**src/rtl/seven_seg_dec_display_if.sv**
```systemverilog
// ---------------------------------------------------------------------------
// seven_seg_dec_display_if
//   Bundles the host-side and pad-side signals of the decimal seven-segment
//   display driver so that the controller is connected through one port.
//
//   value    : unsigned binary number to display (W_VALUE bits)
//   load     : strobe requesting capture of value
//   dp_mask  : decimal point per digit, bit 0 = units, used live
//   busy     : a binary-to-BCD conversion is in progress
//   overflow : committed value does not fit in N_DIGITS decimal digits
//   abcdefgh : segment drive, bit 7 = a ... bit 1 = g, bit 0 = dp
//   digit    : one-hot digit enable, bit 0 = units
//
//   master : the side that requests conversions and reads the drive lines
//   slave  : the display controller itself
// ---------------------------------------------------------------------------
interface seven_seg_dec_display_if #(
    parameter int W_VALUE  = 16,
    parameter int N_DIGITS = 4
);
    logic [W_VALUE-1:0]  value;
    logic                load;
    logic [N_DIGITS-1:0] dp_mask;
    logic                busy;
    logic                overflow;
    logic [7:0]          abcdefgh;
    logic [N_DIGITS-1:0] digit;

    modport master (
        output value, load, dp_mask,
        input  busy, overflow, abcdefgh, digit
    );

    modport slave (
        input  value, load, dp_mask,
        output busy, overflow, abcdefgh, digit
    );
endinterface

```
**src/rtl/seven_seg_dec_display.sv**
```systemverilog
// ---------------------------------------------------------------------------
// seven_seg_dec_display
//   Converts a binary number to decimal with an iterative shift-add-3
//   (double dabble) engine and drives a time-multiplexed seven-segment
//   display with optional leading-zero blanking and an overflow dash.
//
//   clk   : sole clock, rising edge
//   rst_n : asynchronous active-low reset
//   bus   : slave modport of seven_seg_dec_display_if
//           (value, load, dp_mask in; busy, overflow, abcdefgh, digit out)
// ---------------------------------------------------------------------------
module seven_seg_dec_display #(
    parameter int W_VALUE        = 16,
    parameter int N_DIGITS       = 4,
    parameter int REFRESH_DIV    = 50000,
    parameter int BLANK_LZ       = 1,
    parameter int SEG_ACTIVE_LOW = 1,
    parameter int DIG_ACTIVE_LOW = 0
) (
    input logic                     clk,
    input logic                     rst_n,
    seven_seg_dec_display_if.slave  bus
);

    localparam int BCD_W = 4 * N_DIGITS;
    localparam int CNT_W = $clog2(W_VALUE + 1);
    localparam int RC_W  = $clog2(REFRESH_DIV);
    localparam int IDX_W = (N_DIGITS > 1) ? $clog2(N_DIGITS) : 1;

    function automatic logic [63:0] pow10(input int n);
        logic [63:0] p;
        p = 64'd1;
        for (int i = 0; i < n; i++) begin
            p = p * 64'd10;
        end
        return p;
    endfunction

    // Smallest value that no longer fits in the available digits.
    localparam logic [63:0] LIMIT = pow10(N_DIGITS);

    function automatic logic is_over(input logic [W_VALUE-1:0] v);
        return (64'(v) >= LIMIT);
    endfunction

    // Every BCD nibble of 5 or more gets 3 added before the next shift.
    function automatic logic [BCD_W-1:0] add3(input logic [BCD_W-1:0] b);
        logic [BCD_W-1:0] r;
        r = b;
        for (int i = 0; i < N_DIGITS; i++) begin
            if (b[4*i +: 4] >= 4'd5) begin
                r[4*i +: 4] = b[4*i +: 4] + 4'd3;
            end
        end
        return r;
    endfunction

    function automatic logic [7:0] enc8(input logic [3:0] n);
        logic [7:0] e;
        case (n)
            4'd0:    e = 8'hFC;
            4'd1:    e = 8'h60;
            4'd2:    e = 8'hDA;
            4'd3:    e = 8'hF2;
            4'd4:    e = 8'h66;
            4'd5:    e = 8'hB6;
            4'd6:    e = 8'hBE;
            4'd7:    e = 8'hE0;
            4'd8:    e = 8'hFE;
            4'd9:    e = 8'hF6;
            default: e = 8'h00;
        endcase
        return e;
    endfunction

    // Segments a..g (active high) for one digit position; the decimal point
    // is added at the output because it follows dp_mask live.
    function automatic logic [6:0] seg_for(input logic [BCD_W-1:0] d,
                                           input logic             ov,
                                           input logic [IDX_W-1:0] i);
        logic [7:0] e;
        logic       upper_zero;
        int         ii;
        ii = int'(i);
        upper_zero = 1'b1;
        for (int k = 0; k < N_DIGITS; k++) begin
            if (k >= ii && d[4*k +: 4] != 4'd0) begin
                upper_zero = 1'b0;
            end
        end
        e = enc8(d[4*ii +: 4]);
        if (ov) begin
            return 7'b0000001;
        end else if (BLANK_LZ != 0 && ii != 0 && upper_zero) begin
            return 7'b0000000;
        end
        return e[7:1];
    endfunction

    typedef enum logic [1:0] {
        S_IDLE,
        S_PREP,
        S_SHIFT
    } state_t;

    state_t              state;
    logic [W_VALUE-1:0]  bin;
    logic [BCD_W-1:0]    bcd;
    logic [CNT_W-1:0]    cnt;
    logic                ovf_conv;
    logic                pend_valid;
    logic [W_VALUE-1:0]  pend_val;
    logic                busy_r;

    logic [BCD_W-1:0]    disp;
    logic                ovf_disp;
    logic [RC_W-1:0]     rc;
    logic [IDX_W-1:0]    idx;
    logic [6:0]          seg7_r;
    logic [N_DIGITS-1:0] digit_r;

    logic                commit;
    logic [BCD_W-1:0]    bcd_adj;
    logic [BCD_W-1:0]    disp_next;
    logic                ovf_next;
    logic [IDX_W-1:0]    idx_next;
    logic [7:0]          seg_raw;

    assign commit  = (state == S_SHIFT) && (cnt == CNT_W'(W_VALUE));
    assign bcd_adj = add3(bcd);

    // Conversion engine. A capture cycle (PREP) precedes the W_VALUE shifts
    // and the commit happens one edge after the last shift. Any load that
    // arrives while an operation is under way, including on the commit edge,
    // lands in the single pending slot; at commit the pending value is
    // captured directly so busy never drops between back-to-back jobs.
    always_ff @(posedge clk or negedge rst_n) begin
        if (!rst_n) begin
            state      <= S_IDLE;
            bin        <= '0;
            bcd        <= '0;
            cnt        <= '0;
            ovf_conv   <= 1'b0;
            pend_valid <= 1'b0;
            pend_val   <= '0;
            busy_r     <= 1'b0;
        end else begin
            case (state)
                S_IDLE: begin
                    if (bus.load) begin
                        bin      <= bus.value;
                        ovf_conv <= is_over(bus.value);
                        state    <= S_PREP;
                    end
                end
                S_PREP: begin
                    busy_r <= 1'b1;
                    bcd    <= '0;
                    cnt    <= '0;
                    state  <= S_SHIFT;
                    if (bus.load) begin
                        pend_valid <= 1'b1;
                        pend_val   <= bus.value;
                    end
                end
                S_SHIFT: begin
                    if (commit) begin
                        if (bus.load) begin
                            bin        <= bus.value;
                            ovf_conv   <= is_over(bus.value);
                            pend_valid <= 1'b0;
                            state      <= S_PREP;
                        end else if (pend_valid) begin
                            bin        <= pend_val;
                            ovf_conv   <= is_over(pend_val);
                            pend_valid <= 1'b0;
                            state      <= S_PREP;
                        end else begin
                            busy_r <= 1'b0;
                            state  <= S_IDLE;
                        end
                    end else begin
                        bcd <= {bcd_adj[BCD_W-2:0], bin[W_VALUE-1]};
                        bin <= {bin[W_VALUE-2:0], 1'b0};
                        cnt <= cnt + 1'b1;
                        if (bus.load) begin
                            pend_valid <= 1'b1;
                            pend_val   <= bus.value;
                        end
                    end
                end
                default: state <= S_IDLE;
            endcase
        end
    end

    // Next display contents and scan position, so the registered segment
    // pattern is always built from the same index as the registered enable.
    always_comb begin
        disp_next = disp;
        ovf_next  = ovf_disp;
        idx_next  = idx;
        if (commit) begin
            disp_next = bcd;
            ovf_next  = ovf_conv;
        end
        if (rc == RC_W'(REFRESH_DIV - 1)) begin
            if (idx == IDX_W'(N_DIGITS - 1)) begin
                idx_next = '0;
            end else begin
                idx_next = idx + 1'b1;
            end
        end
    end

    // Display register and scanner. Scanning never pauses for conversions;
    // the old digits remain until the commit edge replaces them.
    always_ff @(posedge clk or negedge rst_n) begin
        if (!rst_n) begin
            disp     <= '0;
            ovf_disp <= 1'b0;
            rc       <= '0;
            idx      <= '0;
            seg7_r   <= 7'b1111110;
            digit_r  <= N_DIGITS'(1);
        end else begin
            disp     <= disp_next;
            ovf_disp <= ovf_next;
            rc       <= (rc == RC_W'(REFRESH_DIV - 1)) ? '0 : rc + 1'b1;
            idx      <= idx_next;
            seg7_r   <= seg_for(disp_next, ovf_next, idx_next);
            digit_r  <= N_DIGITS'(1) << idx_next;
        end
    end

    assign seg_raw      = {seg7_r, bus.dp_mask[idx]};
    assign bus.abcdefgh = (SEG_ACTIVE_LOW != 0) ? ~seg_raw : seg_raw;
    assign bus.digit    = (DIG_ACTIVE_LOW != 0) ? ~digit_r : digit_r;
    assign bus.busy     = busy_r;
    assign bus.overflow = ovf_disp;

endmodule

```
**src/flat_wrapper.sv**
```systemverilog
// flat-port wrapper written by rule: the top's interface ports become plain ports
module seven_seg_dec_display_flat 
#(
    parameter int W_VALUE        = 16,
    parameter int N_DIGITS       = 4,
    parameter int REFRESH_DIV    = 50000,
    parameter int BLANK_LZ       = 1,
    parameter int SEG_ACTIVE_LOW = 1,
    parameter int DIG_ACTIVE_LOW = 0
)
  (clk, rst_n, bus_value, bus_load, bus_dp_mask, bus_busy, bus_overflow, bus_abcdefgh, bus_digit);
  seven_seg_dec_display_if #(.W_VALUE(W_VALUE), .N_DIGITS(N_DIGITS)) bus_i ();
  input logic clk;
  input logic rst_n;
  input wire logic [$bits(bus_i.value)-1:0] bus_value;
  input wire logic [$bits(bus_i.load)-1:0] bus_load;
  input wire logic [$bits(bus_i.dp_mask)-1:0] bus_dp_mask;
  output wire logic [$bits(bus_i.busy)-1:0] bus_busy;
  output wire logic [$bits(bus_i.overflow)-1:0] bus_overflow;
  output wire logic [$bits(bus_i.abcdefgh)-1:0] bus_abcdefgh;
  output wire logic [$bits(bus_i.digit)-1:0] bus_digit;
  assign bus_i.value = bus_value;
  assign bus_i.load = bus_load;
  assign bus_i.dp_mask = bus_dp_mask;
  assign bus_busy = bus_i.busy;
  assign bus_overflow = bus_i.overflow;
  assign bus_abcdefgh = bus_i.abcdefgh;
  assign bus_digit = bus_i.digit;
  seven_seg_dec_display #(.W_VALUE(W_VALUE), .N_DIGITS(N_DIGITS), .REFRESH_DIV(REFRESH_DIV), .BLANK_LZ(BLANK_LZ), .SEG_ACTIVE_LOW(SEG_ACTIVE_LOW), .DIG_ACTIVE_LOW(DIG_ACTIVE_LOW)) u_core (.clk(clk), .rst_n(rst_n), .bus(bus_i));
endmodule
```
**config.mk**
```make
export PLATFORM = sky130hd
export DESIGN_NAME = seven_seg_dec_display_flat
export DESIGN_NICKNAME = d
export VERILOG_FILES = /design/src/rtl/seven_seg_dec_display_if.sv /design/src/rtl/seven_seg_dec_display.sv /design/src/flat_wrapper.sv
export SDC_FILE = /design/constraint.sdc
export NUM_CORES = 1
export LEC_CHECK = 0
export BUFFER_PORTS_ARGS = -buffer_cell sky130_fd_sc_hd__buf_2
export CAP_MARGIN = 20
export CELL_PAD_IN_SITES_DETAIL_PLACEMENT = 0
export CELL_PAD_IN_SITES_GLOBAL_PLACEMENT = 1
export CORE_UTILIZATION = 48
export DETAILED_ROUTE_END_ITERATION = 12
export PLACE_DENSITY_LB_ADDON = 0.1
export SLEW_MARGIN = 20
export SYNTH_ARGS = -nofsm -noshare
export SYNTH_HDL_FRONTEND = slang
export SYNTH_SLANG_ARGS = --single-unit
```
**constraint.sdc**
```tcl
create_clock -name clk -period 3.1 [get_ports clk]
set_input_delay 0.31 -clock clk [delete_from_list [all_inputs] [get_ports clk]]
set_output_delay 0.31 -clock clk [all_outputs]
set_load 0.02 [all_outputs]
```
==> flow_summary.yaml <==
status:
  run_status: "finished clean"
place:
  dp_hpwl_um: 7230
  dp_slack_ns: 0.203
  numPortBuffers: 36
  gp_congestion: 0.788
timing:
  finalCritPeriodShare_pct: 93.8
  fmax_mhz: 344
  rsz0062_at_grt: "false"
  clock_skew_ns: 0.0106
  slew_viol_final: 0
  hold_viol_final: 0
  min_period_ns: 2.91
  final.setup.worst_slack_ns: 0.192
  holdWs_ns: 0.175
  worstMarginPinSlew_ns: 0.676
  tns_ns: 0
  setup_viol: 0
  slew_headroom_pct: 54.9
worst_setup_path:
  reg2reg_to: "u_core.seg7_r[6]"
  worstPathMaxFanout: 11
  cp.arrival_ns: 3.20
  rrSetupSlack_ns: 0.19
  cp_top_family: "multiplexers"
  path_buf_inv: 1
  crit_required_ns: 3.39
  r2r-start: "u_core.rc[0]"
  rr_worst_depth: 9
  critical-path-slowest-cell: "dfrtp_1"
  cpMostUsedCell: "mux2_4"
  worstSetupStartpointType: "flip-flop"
  critical_path_class: "reg2reg"
  worstSetupEndpointType: "flip-flop"
  max_stage_delay_ns: 0.37
  path_cells: "ha_1 > and3_2 > and4_4 > mux2i_4 > inv_2 > mux2_4 > mux2_4 > mux2_4 > a211oi_2"
global_routing:
  antenna_found_initial: 0
  track_usage_pct: 20.5
  grt_max_degree: 54
  gr-total-overflow: 0
  grt_pass1_wl_um: 18400
  grt_pass1_vias: 3768
synth:
  ys_ff_latch: 104
  async_flop_share_pct: 100
  synth_edf_count: 0
  avgSynthCellArea_um2: 10.4
  synth_area_um2: 5270
  synth_ff_type: "dfrtp_1"
  yosysSeqAreaShare_pct: 49.5
  netlist_instances: 506
  yosys_warnings: 0
  syn-num-nets: 550
  ys_types: 52
die:
  dieArea_um2: 11400
  fp-row-count: 37
  die_h_um: 107
  start_util_pct: 50.2
  io_pins: 37
  die_w_um: 107
  coreArea_um2: 10500
route:
  viasPerCell: 5.49
  ant_nets: 0
  drt_wl_total_um: 10400
  dr.pass1.iters: 4
  drc_errors: 0
  wl_per_cell_um: 15.1
  vias: 3782
  drt_iter0_drc: 200
layout:
  antennaDiodeCount: 0
  area_growth_pct: 11.2
  fin_nets: 592
  layout_common_cells: "97 x dfrtp_1, 55 x nand2_1, 54 x o21ai_0"
  layout_commonest_cell: "dfrtp_1"
  multi_input_area_um2: 2450
  seq_area_um2: 2610
  fillers: 904
  layout-drive-gt1-share_pct: 22.4
hold_path:
  min_from: "bus_value[0]"
  worstHoldPathCells: 2
  whs_endpoint: "u_core.pend_val[0]"
  hold_class: "in2reg"
power_and_ir_drop:
  p_per_area_nw_per_um2: 638
  power_switching_w: 0.00126
  clockPowerShare_pct: 23.3
  pwr-share-seq_pct: 48.6
  p_sw_share_pct: 33.6
  peakVddDrop_v: 0.000382
  leakage_nw: 2.82
  p_int_w: 0.00248
  p_comb_share_pct: 28.1
clock_tree:
  h-tree-depth: 3
  cts_root_buf: "clkbuf_8"
  clkSlewWorstSetupHoldPaths_ns: 0.10
  cts_num_sinks: 104
  clkLatencyLatePin_ns: 0.37
  ctsLongestPathBuffers: 2
  cts_tree: "yes"
  cts_made_buffers: 9
flow_run:
  drv_cap: 0
[kinds of logic after synthesis]
family	count (synthesis)	synth area share (%)
DFF	104	49.5
xor gates and xnor gates	24	3.99
adders and majority gates	21	4.98
and+or+nand+nor	144	13.4
muxes	49	11.1
AOI/OAI and AO/OA	113	13.0
buffers and inverters	51	4.11
[layout make-up]
cell class | count | area share [%]
inverters | 31 | 1.98
multi-input cells | 351 | 41.8
well taps | 136 | 2.90
repair buffers | 51 | 5.29
flip-flops and latches | 104 | 44.5
clock inverters | 6 | 1.13
clock buffers | 10 | 2.35
[power groups by stage]
stage          Combinational (W)  Sequential [W]  Clock (W)
2_1_floorplan           0.000775         0.00178          0
3_3_place_gp             0.00103         0.00183          0
3_5_place_dp             0.00106         0.00184          0
4_1_cts                  0.00106         0.00181   0.000909
5_1_grt                  0.00120         0.00185   0.000956
6_report                 0.00105         0.00182   0.000872
[flip-flops by register name, indices dropped and copies added, names as in the netlist]
| name | cells |
|---|---|
| u_core.seg7_r | 7 |
| u_core.rc | 16 |
| u_core.idx | 2 |
| u_core.bin | 16 |
| u_core.disp | 16 |
| u_core.cnt | 5 |
| u_core.bus.overflow | 1 |
| u_core.bcd | 16 |
| u_core.bus.digit | 4 |
| u_core.pend_val | 16 |
| u_core.ovf_conv | 1 |
| u_core.state | 2 |
| u_core.bus.busy | 1 |
| u_core.pend_valid | 1 |
[metrics by stage]
step,std cells,cell area (um2),utilization [%],total power [W]
after floorplan,506,5270,-,0.00256
after global placement,672,5650,53.8,0.00286
after detailed placement,672,5650,53.8,0.00290
after CTS,689,5860,55.8,0.00378
after global routing,689,5860,55.8,0.00401
final,689,5860,55.8,0.00374
[synthesized netlist by cell type (all sizes together), types with 7 or more instances]
cell / number / area, um2
o21ai: 55 / 275
o31ai: 10 / 75.1
mux2i: 13 / 155
inv: 31 / 116
xor2: 13 / 114
nand3: 21 / 105
a21oi: 14 / 73.8
nand2: 56 / 218
ha: 21 / 263
nor2: 31 / 116
mux2: 35 / 405
clkbuf: 14 / 72.6
xnor2: 11 / 96.3
nand2b: 10 / 65.1
dfrtp: 97 / 2430
o22ai: 16 / 100
dfstp: 7 / 184
[routing by layer]
layer | global-route usage, % | share of wire [%]
met1 | 28.6 | 51
met2 | 32.4 | 45
met3 | 3.77 | 2.4
met4 | 6.75 | 1.2
met5 | 0 | 0
[what timing repair did]
action | 4_1_cts | 5_1_grt
hold buffers | 1 | 0
setup buffers | 0 | 0
resized for setup | 0 | 0
hold endpoints to repair | 45 | 0
[worst max-delay path by stage]
stage	start	end	slack [ns]	cells after the start
floorplan	u_core.cnt[0]	u_core.seg7_r[0]	0.26	12
global route	u_core.rc[0]	u_core.seg7_r[6]	0.02	11
finish	u_core.rc[0]	u_core.seg7_r[6]	0.19	9
detailed placement	u_core.rc[0]	u_core.seg7_r[6]	0.20	9
global placement	u_core.rc[0]	u_core.seg7_r[6]	0.28	9
CTS	u_core.rc[0]	u_core.seg7_r[6]	0.17	9
Power figures use the tool's default switching activity.
